**config.mk**
```make
export PLATFORM = sky130hd
export DESIGN_NAME = i2c_slave_controller
export DESIGN_NICKNAME = d
export VERILOG_FILES = /design/src/rtl/i2c_slave_controller.sv
export SDC_FILE = /design/constraint.sdc
export NUM_CORES = 1
export LEC_CHECK = 0
export CORE_UTILIZATION = 53
export DETAILED_ROUTE_END_ITERATION = 8
export GPL_TIMING_DRIVEN = 0
export PLACE_DENSITY = 0.86
export RECOVER_POWER = 50
export SYNTH_ARGS = -nofsm -noshare
export SYNTH_HDL_FRONTEND = slang
export SYNTH_SLANG_ARGS = --single-unit
```
**constraint.sdc**
```tcl
create_clock -name clk -period 3.7 [get_ports clk]
set_input_delay 1.11 -clock clk [delete_from_list [all_inputs] [get_ports clk]]
set_output_delay 1.11 -clock clk [all_outputs]
set_load 0.02 [all_outputs]
```
**src/rtl/i2c_slave_controller.sv**
```systemverilog
// rtl/i2c_slave_controller.sv - I2C slave protocol FSM sequenced by an external bit timer.
// Define I2C_GENERAL_CALL_EN to acknowledge the 8'h00 general-call address.
module i2c_slave_controller #(
  parameter logic [6:0] SLAVE_ADDR = 7'h3C
) (
  input  logic       clk,
  input  logic       rst,
  input  logic       start_found,
  input  logic       stop_found,
  input  logic       byte_received,
  input  logic       ack_prep,
  input  logic       ack_check,
  input  logic       ack_done,
  input  logic [7:0] rx_data,
  input  logic       sda_in,
  input  logic       tx_empty,
  output logic       rx_enable,
  output logic       tx_enable,
  output logic [1:0] sda_mode,
  output logic       load_data,
  output logic       read_enable,
  output logic       rx_write,
  output logic       busy,
  output logic       underrun,
  output logic       general_call
);

  typedef enum logic [3:0] {
    IDLE, ADDR, CHK_ADDR, ACK_ADDR, NACK_ADDR, RX, RX_ACK,
    LOAD, TX, TX_CHK, TX_DONE, IGNORE
  } state_t;

  state_t     state, next_state;
  logic [7:0] addr_byte, addr_next;
  logic       rw, rw_next;
  logic       mack, mack_next;
  logic       rx_write_next;
  logic [1:0] sda_mode_next;

  always_ff @(posedge clk or posedge rst) begin
    if (rst) begin
      state     <= IDLE;
      addr_byte <= 8'h00;
      rw        <= 1'b0;
      mack      <= 1'b0;
    end else begin
      state     <= next_state;
      addr_byte <= addr_next;
      rw        <= rw_next;
      mack      <= mack_next;
    end
  end

  always_comb begin
    next_state    = state;
    addr_next     = addr_byte;
    rw_next       = rw;
    mack_next     = mack;
    rx_write_next = 1'b0;
    if (stop_found) begin
      next_state = IDLE;
    end else if (start_found) begin
      next_state = ADDR;
    end else begin
      case (state)
        // The address byte is captured so CHK_ADDR does not depend on byte_received still being high.
        ADDR: if (byte_received) begin
          next_state = CHK_ADDR;
          addr_next  = rx_data;
        end
        CHK_ADDR: begin
`ifdef I2C_GENERAL_CALL_EN
          if (addr_byte == 8'h00) begin
            next_state = ACK_ADDR;
            rw_next    = 1'b0;
          end else
`endif
          if (addr_byte[7:1] == SLAVE_ADDR) begin
            if (addr_byte[0] && tx_empty) begin
              next_state = NACK_ADDR;
            end else begin
              next_state = ACK_ADDR;
              rw_next    = addr_byte[0];
            end
          end else begin
            next_state = IGNORE;
          end
        end
        ACK_ADDR:  if (ack_done) next_state = rw ? LOAD : RX;
        NACK_ADDR: if (ack_done) next_state = IGNORE;
        RX: if (byte_received) begin
          next_state    = RX_ACK;
          rx_write_next = 1'b1;
        end
        RX_ACK: if (ack_done) next_state = RX;
        LOAD:   next_state = TX;
        TX:     if (ack_prep) next_state = TX_CHK;
        TX_CHK: if (ack_check) begin
          next_state = TX_DONE;
          mack_next  = sda_in;
        end
        TX_DONE: if (ack_done) next_state = mack ? IGNORE : LOAD;
        default: next_state = state;
      endcase
    end
  end

  always_comb begin
    sda_mode_next = 2'b00;
    case (next_state)
      ACK_ADDR, RX_ACK: sda_mode_next = 2'b01;
      NACK_ADDR:        sda_mode_next = 2'b10;
      TX:               sda_mode_next = 2'b11;
      default:          sda_mode_next = 2'b00;
    endcase
  end

  // Outputs decode next_state so they line up with the state register in the same cycle.
  always_ff @(posedge clk or posedge rst) begin
    if (rst) begin
      rx_enable   <= 1'b0;
      tx_enable   <= 1'b0;
      sda_mode    <= 2'b00;
      load_data   <= 1'b0;
      read_enable <= 1'b0;
      rx_write    <= 1'b0;
      busy        <= 1'b0;
      underrun    <= 1'b0;
    end else begin
      rx_enable   <= (next_state == ADDR) || (next_state == RX);
      tx_enable   <= (next_state == TX);
      sda_mode    <= sda_mode_next;
      load_data   <= (next_state == LOAD);
      read_enable <= (next_state == LOAD);
      rx_write    <= rx_write_next;
      busy        <= (next_state != IDLE);
      if (start_found)
        underrun <= 1'b0;
      else if ((state == LOAD) && tx_empty)
        underrun <= 1'b1;
    end
  end

`ifdef I2C_GENERAL_CALL_EN
  always_ff @(posedge clk or posedge rst) begin
    if (rst)
      general_call <= 1'b0;
    else if (stop_found || start_found)
      general_call <= 1'b0;
    else if ((state == CHK_ADDR) && (addr_byte == 8'h00))
      general_call <= 1'b1;
  end
`else
  assign general_call = 1'b0;
`endif

endmodule

```
==> metrics.txt <==
worst-margin pin slew 803.0 ps; Die Footprint 2549 sq um; Ports 28; top_reg_cell synth dfrtp_1; GRT overflow 0; Seq/Total Area, Yosys 44.18%; average wire per standard cell 14.27 um; post-place setup slack 601.8 ps; asr flop ratio synth 100.0%; Clock power frac 23.8%; first-pass GRT wire length 4.174 mm; critical path startpoint category input port; gpl congestion 0.8706; hold depth 1; YS warnings 0; fin crit period 2849 ps; n_diodes 0; worst min-delay path class flip-flop to flip-flop; fin. max-slew vios 0; Rel. slew slack 46.41%; Clock Skew 5.117 ps; setup ws final 851.2 ps; Antenna Nets Post-Route 0; CP endpoint kind flip-flop; P_int 0.0004021 W; vias in the first global route 991; hold buffer count at cts 0; htree depth 1; worst-path fanout max 8; Worst-path clk slew 110 ps; fraction of layout cells with a size suffix above 1 19.05%; # rows 17; Max IR drop VDD 0.2859 mV; CTS Buf Count 3; Resize count post-CTS 0; power share of the combinational group 23.3%; iteration count of the initial detailed-routing pass 4; Starting Density 56.33%; largest net degree at the start of global routing 23; clock sinks 22; number of enable flip-flop cells after synthesis 0; core area 2212 sq um; largest area contributor in the synthesized netlist dfrtp_1; RSZ-0062 raised after global routing false; FMAX 0.3510 GHz; antenna violations before repair 0; Worst Setup Path Type input port to flip-flop; synthesized area 1246 sq um; cells after synthesis 117; setup violators final 0; Unique masters post-synth 44; quantity of I/O buffers inserted on ports 26; Nets 166; status finished clean; pwr dens 348.4 nW/um^2; static leakage 0.6802 nW; drt initial violations 22; CP required 3900 ps; WL final 2.497 mm; Vias 1045; Flop pwr share 52.9%; Horiz. Die Dim 50.49 um; crit-path cells dlygate4sd3_1 > or2_2 > nor3_2 > nand3_1 > mux2_2; slowest stage cell, crit path dlygate4sd3_1; Synth top area share 44.18%; All-Layer GR Usage 22.12%; Clock Path Buffers 2; drt via density 5.971; switching pwr 0.0001476 W; root buffer cell clkbuf_4; Sw Share 26.85%; syn nets 135; Synth area leaders dfrtp_1 (44%), mux2_2 (8.1%), nor2_1 (3.3%); dpl hpwl 1.901 mm; period utilization 76.99%; DRC 0; flop and latch count out of synthesis 22; Setup TNS 0 ps; Vert. Die Dim 50.49 um; Crit path arrival time 3050 ps; Post-CTS Setup Inserts 0; CP peak stage delay 650 ps; Layout area overhead 26.61%; average size of a mapped cell 10.65 sq um; CTS tree done; Hold Violations, Final 0; Reg2Reg Depth 6; Skew-Pair Late Insertion Delay 310 ps; Max Cap Viol 0
## power groups by stage
| stage | clock network (W) | logic [W] | registers (W) |
|---|---|---|---|
| final | 0.000131 | 0.000128 | 0.000291 |
| after detailed placement | 0 | 0.000129 | 0.000296 |
| after CTS | 0.000133 | 0.000130 | 0.000291 |
| after global placement | 0 | 0.000125 | 0.000294 |
| after global routing | 0.000140 | 0.000141 | 0.000294 |
| after floorplan | 0 | 0.0000840 | 0.000294 |
## routing by layer
| layer | wire length, um | vias up | GRT usage (%) |
|---|---|---|---|
| met5 | 0 | - | 0 |
| li1 | - | 486 | - |
| met2 | 1277 | 36 | 37.33 |
| met3 | 111 | 7 | 2.121 |
| met1 | 1054 | 516 | 28.15 |
| met4 | 54 | 0 | 11.11 |
## cell usage after synthesis (2+ instances only)
cell type	number
a21oi_1	7
a2bb2oi_1	2
a31oi_1	2
and3_1	2
buf_2	2
buf_4	4
dfrtp_1	22
inv_1	3
mux2_2	9
nand2_1	9
nand2b_1	2
nand3_1	4
nand3b_1	2
nand4_1	2
nand4bb_1	2
nor2_1	11
nor2b_1	3
nor3b_1	3
## sequential cells by signal, summed over array words and instances (netlist names)
register and count:
state 4, rx_enable 1, underrun 1, sda_mode 2
busy 1, mack 1, addr_byte 8, rw 1
tx_enable 1, rx_write 1, read_enable 1
## kinds of logic (layout without fill, tap and decap cells)
logic type | Yosys count | count (layout) | share of synthesized area [%]
and+or+nand+nor | 52 | 52 | 25.70
AOI/OAI and AO/OA | 24 | 24 | 17.57
buffers and inverters | 9 | 39 | 4.117
other | 1 | 1 | 0.3009
DFF | 22 | 22 | 44.18
muxes | 9 | 9 | 8.133
## final timing paths
path                              start      endpoint  slack [ps]
min reg2reg                addr_byte[6]  addr_byte[6]         520
min in group asynchronous           rst     rx_enable        1370
max reg2reg                    state[2]   sda_mode[0]        1730
min                        addr_byte[6]  addr_byte[6]         520
max in group asynchronous           rst          mack        1830
max                         start_found  addr_byte[0]         850
## cells in the final DEF (no fill, tap or decap), types with 3 or more instances in the layout
master | Yosys | routed
dfrtp_1 | 22 | 22
clkdlybuf4s50_1 | 0 | 22
nor2_1 | 11 | 11
mux2_2 | 9 | 9
nand2_1 | 9 | 9
a21oi_1 | 7 | 7
buf_4 | 4 | 4
nand3_1 | 4 | 4
dlygate4sd3_1 | 0 | 4
inv_1 | 3 | 3
nor3b_1 | 3 | 3
nor2b_1 | 3 | 3
clkbuf_4 | 0 | 3
## worst max-delay path: cells and delay by family
family                 cells  cell delay (ps)
buffers and inverters      1              650
muxes                      1              380
and+or+nand+nor            3              900
## final cells by class
cell class | instances | area, sq um
multi-input cells | 86 | 644.4
clock buffers | 4 | 36.28
flip-flops and latches | 22 | 550.5
repair buffers | 26 | 260.3
fillers | 179 | 634.4
well taps | 28 | 35.03
inverters | 3 | 11.26
plain buffers | 6 | 40.04
## stage by stage
stage | instance area (sq um) | hold slack, ps | utilization, % | instances | power (W)
after floorplan | 1246 | 461.2 | - | 117 | 0.0003779
final | 1578 | 515.2 | 71.32 | 175 | 0.0005497
after global routing | 1578 | 533.9 | 71.32 | 175 | 0.0005744
after detailed placement | 1541 | 490.5 | 69.68 | 171 | 0.0004252
after global placement | 1541 | 479.0 | 69.68 | 171 | 0.0004191
after CTS | 1578 | 517.6 | 71.32 | 175 | 0.0005541
No activity file was read; power rests on OpenSTA's default activity.
==> RTL change (same flow settings) <==
Build with the macro `I2C_GENERAL_CALL_EN` defined.
--- a/src/rtl/i2c_slave_controller.sv
+++ b/src/rtl/i2c_slave_controller.sv
@@ -1,4 +1,6 @@
 // rtl/i2c_slave_controller.sv - I2C slave protocol FSM sequenced by an external bit timer.
 // Define I2C_GENERAL_CALL_EN to acknowledge the 8'h00 general-call address.
+`define I2C_GENERAL_CALL_EN
+
 module i2c_slave_controller #(
   parameter logic [6:0] SLAVE_ADDR = 7'h3C
Formal check against the unedited RTL: not equivalent (Yosys sat finds a counterexample within 4 cycles, from zero or initial values and one cycle with rst high).
==> RTL change against the unedited design <==
- via count is 11% higher
- routed wire length is 18% higher
- fmax is 2.0% lower
- cell area is 4.6% higher
- worst setup slack worse by 0.059 ns
- sequential cell count is 1 higher
- register-to-register slack worse by 0.29 ns
- area after synthesis is 7.1% higher
- total power is 4.3% higher
- clock power is 11% lower
- critical path type unchanged
- critical endpoint is now addr_byte[1]$_DFFE_PP0P_
- highest routed layer unchanged
==> RTL change: results (changes against the unedited design) <==
- Outcome: finished clean
- Num CTS Buffers: 3 (unchanged)
- Synth area leaders: dfrtp_1 43%, mux2_2 7.6%, nor2_1 3.1%, buf_4 2.2%, inv_1 2.2%
- Leak: 0.000665 µW (-2.2%)
- Layout cells sized above 1: 22.2% (+3.1 points)
- Total length of routed wires: 2940 µm (+18%)
- Setup Skew: 0.00670 ns (+0.00159 ns)
- Slew @ Worst Pin: 0.826 ns (+0.0228 ns)
- Sequential area share after synthesis: 43.1% (-1.1 points)
- Initial antenna violation count: 0 (unchanged)
- Total GRT Usage: 25.7% (+3.5 points)
- Post-CTS resize count: 0 (unchanged)
- Yosys cell types: 50 (+14%)
- First-pass GRT wire length: 5010 µm (+20%)
- Worst IR Drop VDD: 0.288 mV (+0.77%)
- FF-to-FF Start: state[0]$_DFF_PP0_
- Clk buf depth: 2 (unchanged)
- Initial DRT Pass Iterations: 6 (+2)
- Hpwl dp: 2260 µm (+19%)
- ANT cells: 0 (unchanged)
- Pre-CTS setup slack: 0.546 ns (-0.0563 ns)
- Post-CTS Setup Bufs: 0 (unchanged)
- Syn_nets: 146 (+8.1%)
- Clock transition at path regs: 0.13 ns (+0.02 ns)
- Largest regs: addr_byte x8, state x4, sda_mode x2
- Vias in the first global route: 1140 (+15%)
- Largest net degree at the start of global routing: 24 (+4.3%)
- Hold wc startpoint: general_call$_DFFE_PP0P_
- Final nets: 177 (+6.6%)
- Vias: 1163 (+11%)
- Commonest cells post-synth: 23 x dfrtp_1, 11 x nor2_1, 9 x mux2_2
- # port buffers: 26 (unchanged)
- Initial DRC Count: 46 (+110%)
- RePlAce Congestion: 0.892 (+2.4%)
- Syn. warnings: 0 (unchanged)
- Worst EP arrival: 3.12 ns (+0.07 ns)
## RTL change: area by class of cell
| type | instances | area, µm² |
|---|---|---|
| tap | 28 | 35.0 |
| sequential | 23 | 576 |
| inverter | 10 | 37.5 |
| multi-input combinational | 87 | 666 |
| timing repair buffer | 26 | 260 |
| buffer | 8 | 48.8 |
| fill | 160 | 647 |
| clock buffer | 3 | 22.5 |
| clock inverter | 1 | 5.00 |
## RTL change: cells by family (layout without fill, tap and decap cells)
group	Yosys count	in the layout	share of synthesized area, %
simple gates	49	49	22.6
mux	10	10	8.34
compound gates	28	28	18.9
flops	23	23	43.1
buf+inv	18	48	7.03
## RTL change: final timing paths
path | slack [ns] | cells past startpoint | end
max | 0.79 | 6 | addr_byte[1]$_DFFE_PP0P_
min | 0.53 | 1 | general_call$_DFFE_PP0P_
max reg2reg | 1.44 | 7 | busy$_DFF_PP0_
min reg2reg | 0.53 | 1 | general_call$_DFFE_PP0P_
max in group asynchronous | 1.81 | 2 | rx_write$_DFF_PP0_
min in group asynchronous | 1.37 | 2 | underrun$_DFFE_PP0P_
## RTL change: where the power goes
group          leakage [µW]  total [µW]  internal (µW)  switching (µW)
registers          0.000302         310            284            25.5
logic              0.000346         147           73.2            74.1
clock network     0.0000177         116           40.5            75.8
## RTL change: critical path: stages
cell and delay, ns:
dlygate4sd3_1 0.64, nor2_1 0.39, nand3_1 0.18, or3_1 0.32, buf_2 0.18, mux2_2 0.29
## RTL change: stage by stage
step / cells / hold WS (ns) / instance area, µm² / power (µW)
finish: 186 / 0.530 / 1650 / 573
CTS: 186 / 0.526 / 1660 / 577
floorplan: 128 / 0.493 / 1340 / 412
global placement: 182 / 0.487 / 1630 / 454
detailed placement: 182 / 0.481 / 1630 / 464
global route: 186 / 0.574 / 1650 / 606
## RTL change: per-layer routing
metal / global-route usage, % / vias up / part of all wire (%)
li1: - / 534 / -
met1: 31.1 / 562 / 41
met2: 43.8 / 56 / 49
met3: 4.06 / 11 / 6.4
met4: 13.2 / 0 / 2.8
met5: 0 / - / 0
